<file path="config.mk">
export PLATFORM = sky130hd
export DESIGN_NAME = handshake_fifo
export DESIGN_NICKNAME = d
export VERILOG_FILES = /design/src/rtl/hs_pkg.sv /design/src/rtl/handshake_fifo_mem.sv /design/src/rtl/handshake_fifo.sv
export SDC_FILE = /design/constraint.sdc
export NUM_CORES = 1
export LEC_CHECK = 0
export CORE_MARGIN = 10
export CORE_UTILIZATION = 37
export DETAILED_ROUTE_END_ITERATION = 6
export PLACE_DENSITY = 0.68
export REMOVE_ABC_BUFFERS = 1
export SLEW_MARGIN = 20
export SYNTH_ARGS = -nofsm -noshare
export SYNTH_HDL_FRONTEND = slang
export SYNTH_SLANG_ARGS = --single-unit
</file>
<file path="constraint.sdc">
create_clock -name clk -period 2.3 [get_ports clk]
set_input_delay 0.345 -clock clk [delete_from_list [all_inputs] [get_ports clk]]
set_output_delay 0.345 -clock clk [all_outputs]
set_load 0.03 [all_outputs]
</file>
<file path="src/rtl/hs_pkg.sv">
// Shared handshake package: pointer-width helper and common
// defaults used by the valid/ready channel blocks.
package hs_pkg;

    localparam int HS_DATA_WIDTH = 8;
    localparam int HS_DEPTH      = 4;

    // Pointer width with one extra wrap bit above the address.
    function automatic int ptr_w(input int depth);
        return $clog2(depth) + 1;
    endfunction

endpackage

</file>
<file path="src/rtl/handshake_fifo_mem.sv">
// Storage array for handshake_fifo: sync write, async read, no reset.
// Ports: clk, we/waddr/wdata write port, raddr/rdata read port.
module handshake_fifo_mem #(
    parameter int DATA_WIDTH = 8,
    parameter int DEPTH      = 4,
    localparam int AW        = $clog2(DEPTH)
) (
    input  logic                  clk,
    input  logic                  we,
    input  logic [AW-1:0]         waddr,
    input  logic [DATA_WIDTH-1:0] wdata,
    input  logic [AW-1:0]         raddr,
    output logic [DATA_WIDTH-1:0] rdata
);

    logic [DATA_WIDTH-1:0] mem [DEPTH];

    always_ff @(posedge clk) begin
        if (we) mem[waddr] <= wdata;
    end

    assign rdata = mem[raddr];

endmodule

</file>
<file path="src/rtl/handshake_fifo.sv">
// Valid/ready FIFO with occupancy count and almost-full flag.
// Ports: clk, rst (async active-low), s_* write side, m_* read side,
//        count, almost_full, empty status outputs.
module handshake_fifo
    import hs_pkg::*;
#(
    parameter int DATA_WIDTH  = HS_DATA_WIDTH,
    parameter int DEPTH       = HS_DEPTH,
    parameter int AFULL_LEVEL = DEPTH - 1,
    localparam int PW         = ptr_w(DEPTH),
    localparam int AW         = PW - 1
) (
    input  logic                  clk,
    input  logic                  rst,
    input  logic [DATA_WIDTH-1:0] s_data,
    input  logic                  s_valid,
    output logic                  s_ready,
    output logic [DATA_WIDTH-1:0] m_data,
    output logic                  m_valid,
    input  logic                  m_ready,
    output logic [PW-1:0]         count,
    output logic                  almost_full,
    output logic                  empty
);

    localparam logic [PW-1:0] AF_LVL = PW'(AFULL_LEVEL);

    logic [PW-1:0]         wr_ptr;
    logic [PW-1:0]         rd_ptr;
    logic                  init_done;
    logic                  full;
    logic                  push;
    logic                  pop;
    logic [DATA_WIDTH-1:0] rd_data;

    // Same slot, opposite lap: full. Same slot, same lap: empty.
    assign full  = (wr_ptr[AW-1:0] == rd_ptr[AW-1:0]) &&
                   (wr_ptr[PW-1] != rd_ptr[PW-1]);
    assign empty = (wr_ptr == rd_ptr);

    // s_ready looks only at local state, never at m_ready.
    assign s_ready = !full && init_done;
    assign m_valid = !empty;
    assign push    = s_valid && s_ready;
    assign pop     = m_valid && m_ready;

    assign m_data      = empty ? '0 : rd_data;
    assign almost_full = (count >= AF_LVL);

    always_ff @(posedge clk or negedge rst) begin
        if (!rst) begin
            wr_ptr    <= '0;
            rd_ptr    <= '0;
            count     <= '0;
            init_done <= 1'b0;
        end else begin
            init_done <= 1'b1;
            if (push) wr_ptr <= wr_ptr + 1'b1;
            if (pop)  rd_ptr <= rd_ptr + 1'b1;
            unique case (1'b1)
                push && !pop: count <= count + 1'b1;
                pop && !push: count <= count - 1'b1;
                default:      count <= count;
            endcase
        end
    end

    handshake_fifo_mem #(
        .DATA_WIDTH (DATA_WIDTH),
        .DEPTH      (DEPTH)
    ) u_mem (
        .clk   (clk),
        .we    (push),
        .waddr (wr_ptr[AW-1:0]),
        .wdata (s_data),
        .raddr (rd_ptr[AW-1:0]),
        .rdata (rd_data)
    );

endmodule

</file>
==> metrics.yaml, run 1 <==
clocking:
  cts_root_buffer: "clkbuf_8"
  htreeDepth: 2
  cts.sinks: 42
  cts_tree: "done"
  insertion_delay_ns: 0.29
  clk_pin_slew_ns: 0.08
  cts-buffers-inserted: 5
  cts_buffer_depth: 2
power:
  leakagePower_uw: 0.000947
  power_per_cell_area_nw_per_um2: 1540
  swShare_pct: 39.1
  vdd_drop_max_v: 0.000848
  p_seq_share_pct: 30.3
  p_int_uw: 2310
  clockPowerShare_pct: 18.2
  power_switching_uw: 1480
  pwr-share-comb_pct: 51.5
die:
  die_h_um: 91.7
  dieArea_um2: 8410
  num_rows: 26
  core_um2: 5040
  dieWidth_um: 91.7
  boundaryPins: 27
  initial_utilization_pct: 37.7
yosys:
  yosys.area.top_type: "edfxtp_1"
  synth.distinct_cells: 26
  ys_seq_elements: 42
  yosys_warnings: 0
  synth_ff_type: "edfxtp_1"
  synth.yosys.seq_area_share_pct: 63.7
  synth_edf_count: 32
  synth_most_common_cell: "edfxtp_1"
  yosys-top-cells-count: "edfxtp_1, dfrtp_1, inv_1, mux4_1, nor2b_1"
  synth_async_sr_flop_share_pct: 23.8
  syn_area_per_cell_um2: 18.5
  yosys-top-cells-area: "edfxtp_1, dfrtp_1, mux4_1"
  synth_area_um2: 1900
  yosysTopAreaCellShare_pct: 50.5
  synthCells: 103
sta:
  rsz0062_at_grt: "true"
  setup_viol: 0
  fmax_mhz: 444
  fin_skew_ns: 0.00612
  min_period_ns: 2.25
  final_max_slew_viol_count: 0
  hold_viol: 0
  holdWs_ns: 0.373
  finalCritPeriodShare_pct: 97.9
worst_setup_path:
  crit_type: "flip-flop to output pin"
  r2r-start: "rd_ptr[2]"
  r2r_slack_ns: 0.09
  cp-startpoint: "rd_ptr[0]"
  startpoint_type: "flip-flop"
  crit_path_end_kind: "output pin"
  worst_ep_arrival_time_ns: 1.91
  worstPathMaxFanout: 4
  cp.required_ns: 1.96
detailed_routing:
  vias_per_cell: 4.56
  wl_um: 3450
  via_count: 985
  drt_first_pass_iters: 4
  drtIter0Drc: 19
  ant_nets: 0
  route.detailed.drc: 0
  wire_per_inst_um: 16.0
grt:
  grt-ovfl-total: 0
  track_usage_pct: 8.73
  grt_pass1_wl_um: 5750
  grt_antenna_before_repair: 0
  grt_max_degree: 15
  grt_pass1_vias: 1150
placed_design:
  gp_congestion: 0.783
  port_buffers: 26
  placed_cell_area_um2: 2280
  dp_hpwl_um: 2490
cells_and_area:
  area_delta_synth_final_pct: 29.4
  finalInstanceArea_um2: 2460
  diodes: 0
  nets: 164
  n_fill_cell: 434
  final_layout_size_suffix_gt1_share_pct: 29.5
run_status:
  status: "complete, no violations"
flow_run:
  drv_cap: 0
worst_hold_path:
  worstHoldPathType: "input port to async pin"
cell type report:
type / count / area (um2) / area share (%)
clock buffers: 5 / 68.8 / 2.80
clock inverters: 3 / 68.8 / 2.80
inverters: 9 / 33.8 / 1.37
multi-input cells: 50 / 661 / 26.8
flip-flops and latches: 42 / 1220 / 49.5
well taps: 70 / 87.6 / 3.56
repair buffers: 37 / 323 / 13.1
worst paths after layout:
kind / end / depth (start not counted)
setup / recovery: m_data[4] / 4
hold / removal: count[1] / 1
setup reg to reg: count[2] / 9
hold reg to reg: count[2] / 1
max in group asynchronous: rd_ptr[0] / 1
min in group clk: count[2] / 1
critical path, cell delays in order (launching register included):
cell and delay (ns):
dfrtp_2 0.44, buf_4 0.16, mux4_1 0.53, nor2b_1 0.14, dlygate4sd2_1 0.35
cells in the final DEF, fill, tap and decap left out, types with 2 or more instances in the layout:
master           synthesis  final
and2_1                   4      4
buf_4                    0     14
bufinv_16                0      2
clkbuf_2                 0      3
clkbuf_8                 0      5
clkdlybuf4s15_2          0      2
clkdlybuf4s50_1          0     15
dfrtp_1                 10      4
dfrtp_2                  0      6
dlygate4sd2_1            0      2
edfxtp_1                32     32
ha_1                     6      6
inv_1                    8      8
mux4_1                   8      8
nor2b_1                  8      8
xnor2_1                  6      5
xor2_1                   3      2
xor2_4                   1      2
layer usage:
layer / GRT usage [%] / vias up / wire, um
met5: 0 / - / 0
met4: 2.70 / 0 / 56
met3: 4.65 / 6 / 251
met2: 15.0 / 26 / 1760
met1: 8.98 / 491 / 1390
li1: - / 462 / -
stage by stage:
stage | setup TNS, ns | power, uW | instances | setup WS, ns | utilization, %
after global placement | 0 | 3040 | 205 | 0.0870 | 45.2
after floorplan | 0 | 2330 | 101 | 0.0545 | -
after detailed placement | 0 | 3100 | 205 | 0.0220 | 45.2
final | 0 | 3790 | 216 | 0.0493 | 48.8
after global routing | -0.0296 | 4020 | 216 | -0.0296 | 48.8
after CTS | 0 | 3820 | 216 | 0.000759 | 48.7
sequential cells by signal (all words and copies together) (netlist names):
name / flops
u_mem.mem: 32
count: 3
rd_ptr: 3
wr_ptr: 3
init_done: 1
kinds of logic after synthesis:
| logic type | synth area share [%] |
|---|---|
| other | 0.197 |
| adders and majority gates | 5.00 |
| buffers and inverters | 2.96 |
| muxes | 13.0 |
| xor gates and xnor gates | 6.45 |
| AOI/OAI and AO/OA | 3.75 |
| DFF | 63.7 |
| and+or+nand+nor | 5.00 |
power groups by stage:
stage | Clock (uW) | Sequential [uW] | Combinational (uW)
after floorplan | 0 | 1200 | 1130
after global placement | 0 | 1120 | 1920
after detailed placement | 0 | 1130 | 1970
after CTS | 702 | 1140 | 1990
after global routing | 732 | 1180 | 2110
final | 689 | 1150 | 1950
what timing repair did:
item	in CTS	in global routing
endpoints found under the setup margin	8	5
resized for setup	14	13
pin swaps	1	0
hold buffers	0	0
setup buffers	3	0
Note: power is estimated with default switching activity, not from simulation.
==> run 2, diff against run 1 <==
--- a/config.mk
+++ b/config.mk
@@ -6,9 +6,10 @@
 export NUM_CORES = 1
 export LEC_CHECK = 0
 export CORE_MARGIN = 10
-export CORE_UTILIZATION = 37
+export CORE_UTILIZATION = 48
+export CTS_CLUSTER_DIAMETER = 200
 export DETAILED_ROUTE_END_ITERATION = 6
-export PLACE_DENSITY = 0.68
+export PLACE_DENSITY = 0.82
 export REMOVE_ABC_BUFFERS = 1
 export SLEW_MARGIN = 20
 export SYNTH_ARGS = -nofsm -noshare
==> run 2 against run 1 <==
Net effect:
- first-iteration DRC count rose to 5.1 times the previous value
- sequential share of layout area rose by 2.0 points
- clock skew grew 0.00084 ns
- maximum frequency rose by 2.0%
- critical path type is now flip-flop to flip-flop
- largest cell class unchanged
==> metrics.yaml, run 2 (synthesis results as in run 1) <==
run_status:
  status: "complete, no violations"  # unchanged
cells_and_area:
  diodes: 0  # unchanged
  finalInstanceArea_um2: 2360  # was 2460 um2
  mostFrequentLayoutCells: "edfxtp_1, clkdlybuf4s50_1, buf_4"  # unchanged
  layout.cells.most_common: "edfxtp_1"  # unchanged
  fin_util_pct: 63.1  # was 48.8%
  nets: 159  # was 164
  area_delta_synth_final_pct: 24.2  # was 29.4%
  finalNonFillerCells: 189  # was 216
  final_layout_size_suffix_gt1_share_pct: 25.5  # was 29.5%
  largest_reg_flops: 32  # unchanged
  regMostFlops: "u_mem.mem"  # unchanged
clocking:
  htreeDepth: 2  # unchanged
  cts_tree: "done"  # unchanged
  cts.sinks: 42  # unchanged
  insertion_delay_ns: 0.30  # was 0.29 ns
  cts_buffer_depth: 2  # unchanged
  clk_pin_slew_ns: 0.08  # about the same
  cts_root_buffer: "clkbuf_8"  # unchanged
  cts-buffers-inserted: 5  # unchanged
grt:
  grt_max_degree: 15  # unchanged
  track_usage_pct: 10.1  # was 8.73%
  grt_antenna_before_repair: 0  # unchanged
  grt-ovfl-total: 0  # unchanged
  grt_pass1_vias: 1017  # was 1150
  grt_pass1_wl_um: 5490  # was 5750 um
placed_design:
  gp_congestion: 0.740  # was 0.783
  dp_hpwl_um: 2450  # was 2490 um
  port_buffers: 26  # unchanged
  placed_cell_area_um2: 2220  # was 2280 um2
  dp.cells: 180  # was 205
sta:
  setup_viol: 0  # unchanged
  final_max_slew_viol_count: 0  # unchanged
  holdWs_ns: 0.372  # was 0.373 ns
  fin_skew_ns: 0.00696  # was 0.00612 ns
  min_period_ns: 2.21  # was 2.25 ns
  finalCritPeriodShare_pct: 96.0  # was 97.9%
  fmax_mhz: 453  # was 444 MHz
  finalSetupTns_ns: 0  # unchanged
  hold_viol: 0  # unchanged
  rsz0062_at_grt: "true"  # unchanged
die:
  dieWidth_um: 82.9  # was 91.7 um
  initial_utilization_pct: 50.8  # was 37.7%
  die_h_um: 82.9  # was 91.7 um
  num_rows: 22  # was 26
  dieArea_um2: 6880  # was 8410 um2
  boundaryPins: 27  # unchanged
  core_um2: 3740  # was 5040 um2
worst_hold_path:
  worstHoldPathType: "input port to async pin"  # unchanged
detailed_routing:
  drtIter0Drc: 96  # was 19
  drt_first_pass_iters: 4  # unchanged
  wl_um: 3340  # was 3450 um
  vias_per_cell: 5.12  # was 4.56
  route.detailed.drc: 0  # unchanged
  via_count: 968  # was 985
  wire_per_inst_um: 17.7  # was 16.0 um
  ant_nets: 0  # unchanged
worst_setup_path:
  startpoint_type: "flip-flop"  # unchanged
  worstPathMaxFanout: 6  # was 4
  crit_type: "flip-flop to flip-flop"  # was flip-flop to output pin
  crit_path_end_kind: "flip-flop"  # was output pin
  worst_ep_arrival_time_ns: 2.43  # was 1.91 ns
  cp.required_ns: 2.52  # was 1.96 ns
power:
  vdd_drop_max_v: 0.000681  # was 0.000848 V
  leakagePower_uw: 0.000912  # was 0.000947 uW
  power_per_cell_area_nw_per_um2: 1510  # was 1540 nW/um2
flow_run:
  drv_cap: 0  # unchanged
run 2: report_power, final:
group	switching (uW)	internal, uW	leakage, uW
logic	1060	795	0.000451
registers	161	990	0.000402
clock network	251	325	0.0000585
total	1470	2110	0.000912
run 2: worst paths after layout:
check	from	endpoint	slack [ns]	depth (start not counted)
worst max-delay path	rd_ptr[2]	count[2]	0.09	9
worst min-delay path	rst	init_done	0.37	1
worst max register to register	rd_ptr[2]	count[2]	0.09	9
worst min register to register	count[2]	count[2]	0.50	1
max in group asynchronous	rst	wr_ptr[1]	1.58	1
min in group clk	count[2]	count[2]	0.50	1
run 2: per-layer routing:
| metal | routed length (um) | share of wire (%) | global-route usage [%] | up-vias |
|---|---|---|---|---|
| met4 | 93 | 2.8 | 6.46 | 0 |
| met3 | 100 | 3.0 | 1.86 | 7 |
| met5 | 0 | 0 | 0 | - |
| li1 | - | - | - | 457 |
| met1 | 1270 | 38 | 10.5 | 486 |
| met2 | 1880 | 56 | 17.9 | 18 |
run 2: what timing repair did:
action                     in CTS  in global routing
resized for setup               7                 11
setup endpoints to repair       7                  1
setup buffers                   0                  1
hold buffers                    0                  0
run 2: area by class of cell:
cell class	count	area (um2)
Clock buffer	5	68.8
Tap cell	48	60.1
Multi-Input combinational cell	50	661
Clock inverter	3	43.8
Fill cell	282	1380
Timing Repair Buffer	32	278
Sequential cell	42	1220
Inverter	9	33.8
run 2: metrics by stage:
step,total power (uW),worst slack (ns)
final,3580,0.0924
after global routing,3800,-0.0225
after CTS,3560,0.0558
after detailed placement,3040,0.0256
after global placement,2970,0.0925
after floorplan,2330,0.0545
run 2: critical path, cell delays in order (launching register included):
cell     delay, ns
dfrtp_2       0.46
xnor2_2       0.19
o31a_4        0.40
inv_1         0.06
ha_1          0.18
inv_1         0.06
fa_1          0.37
xor2_1        0.15
nor2_1        0.12
xor2_1        0.15
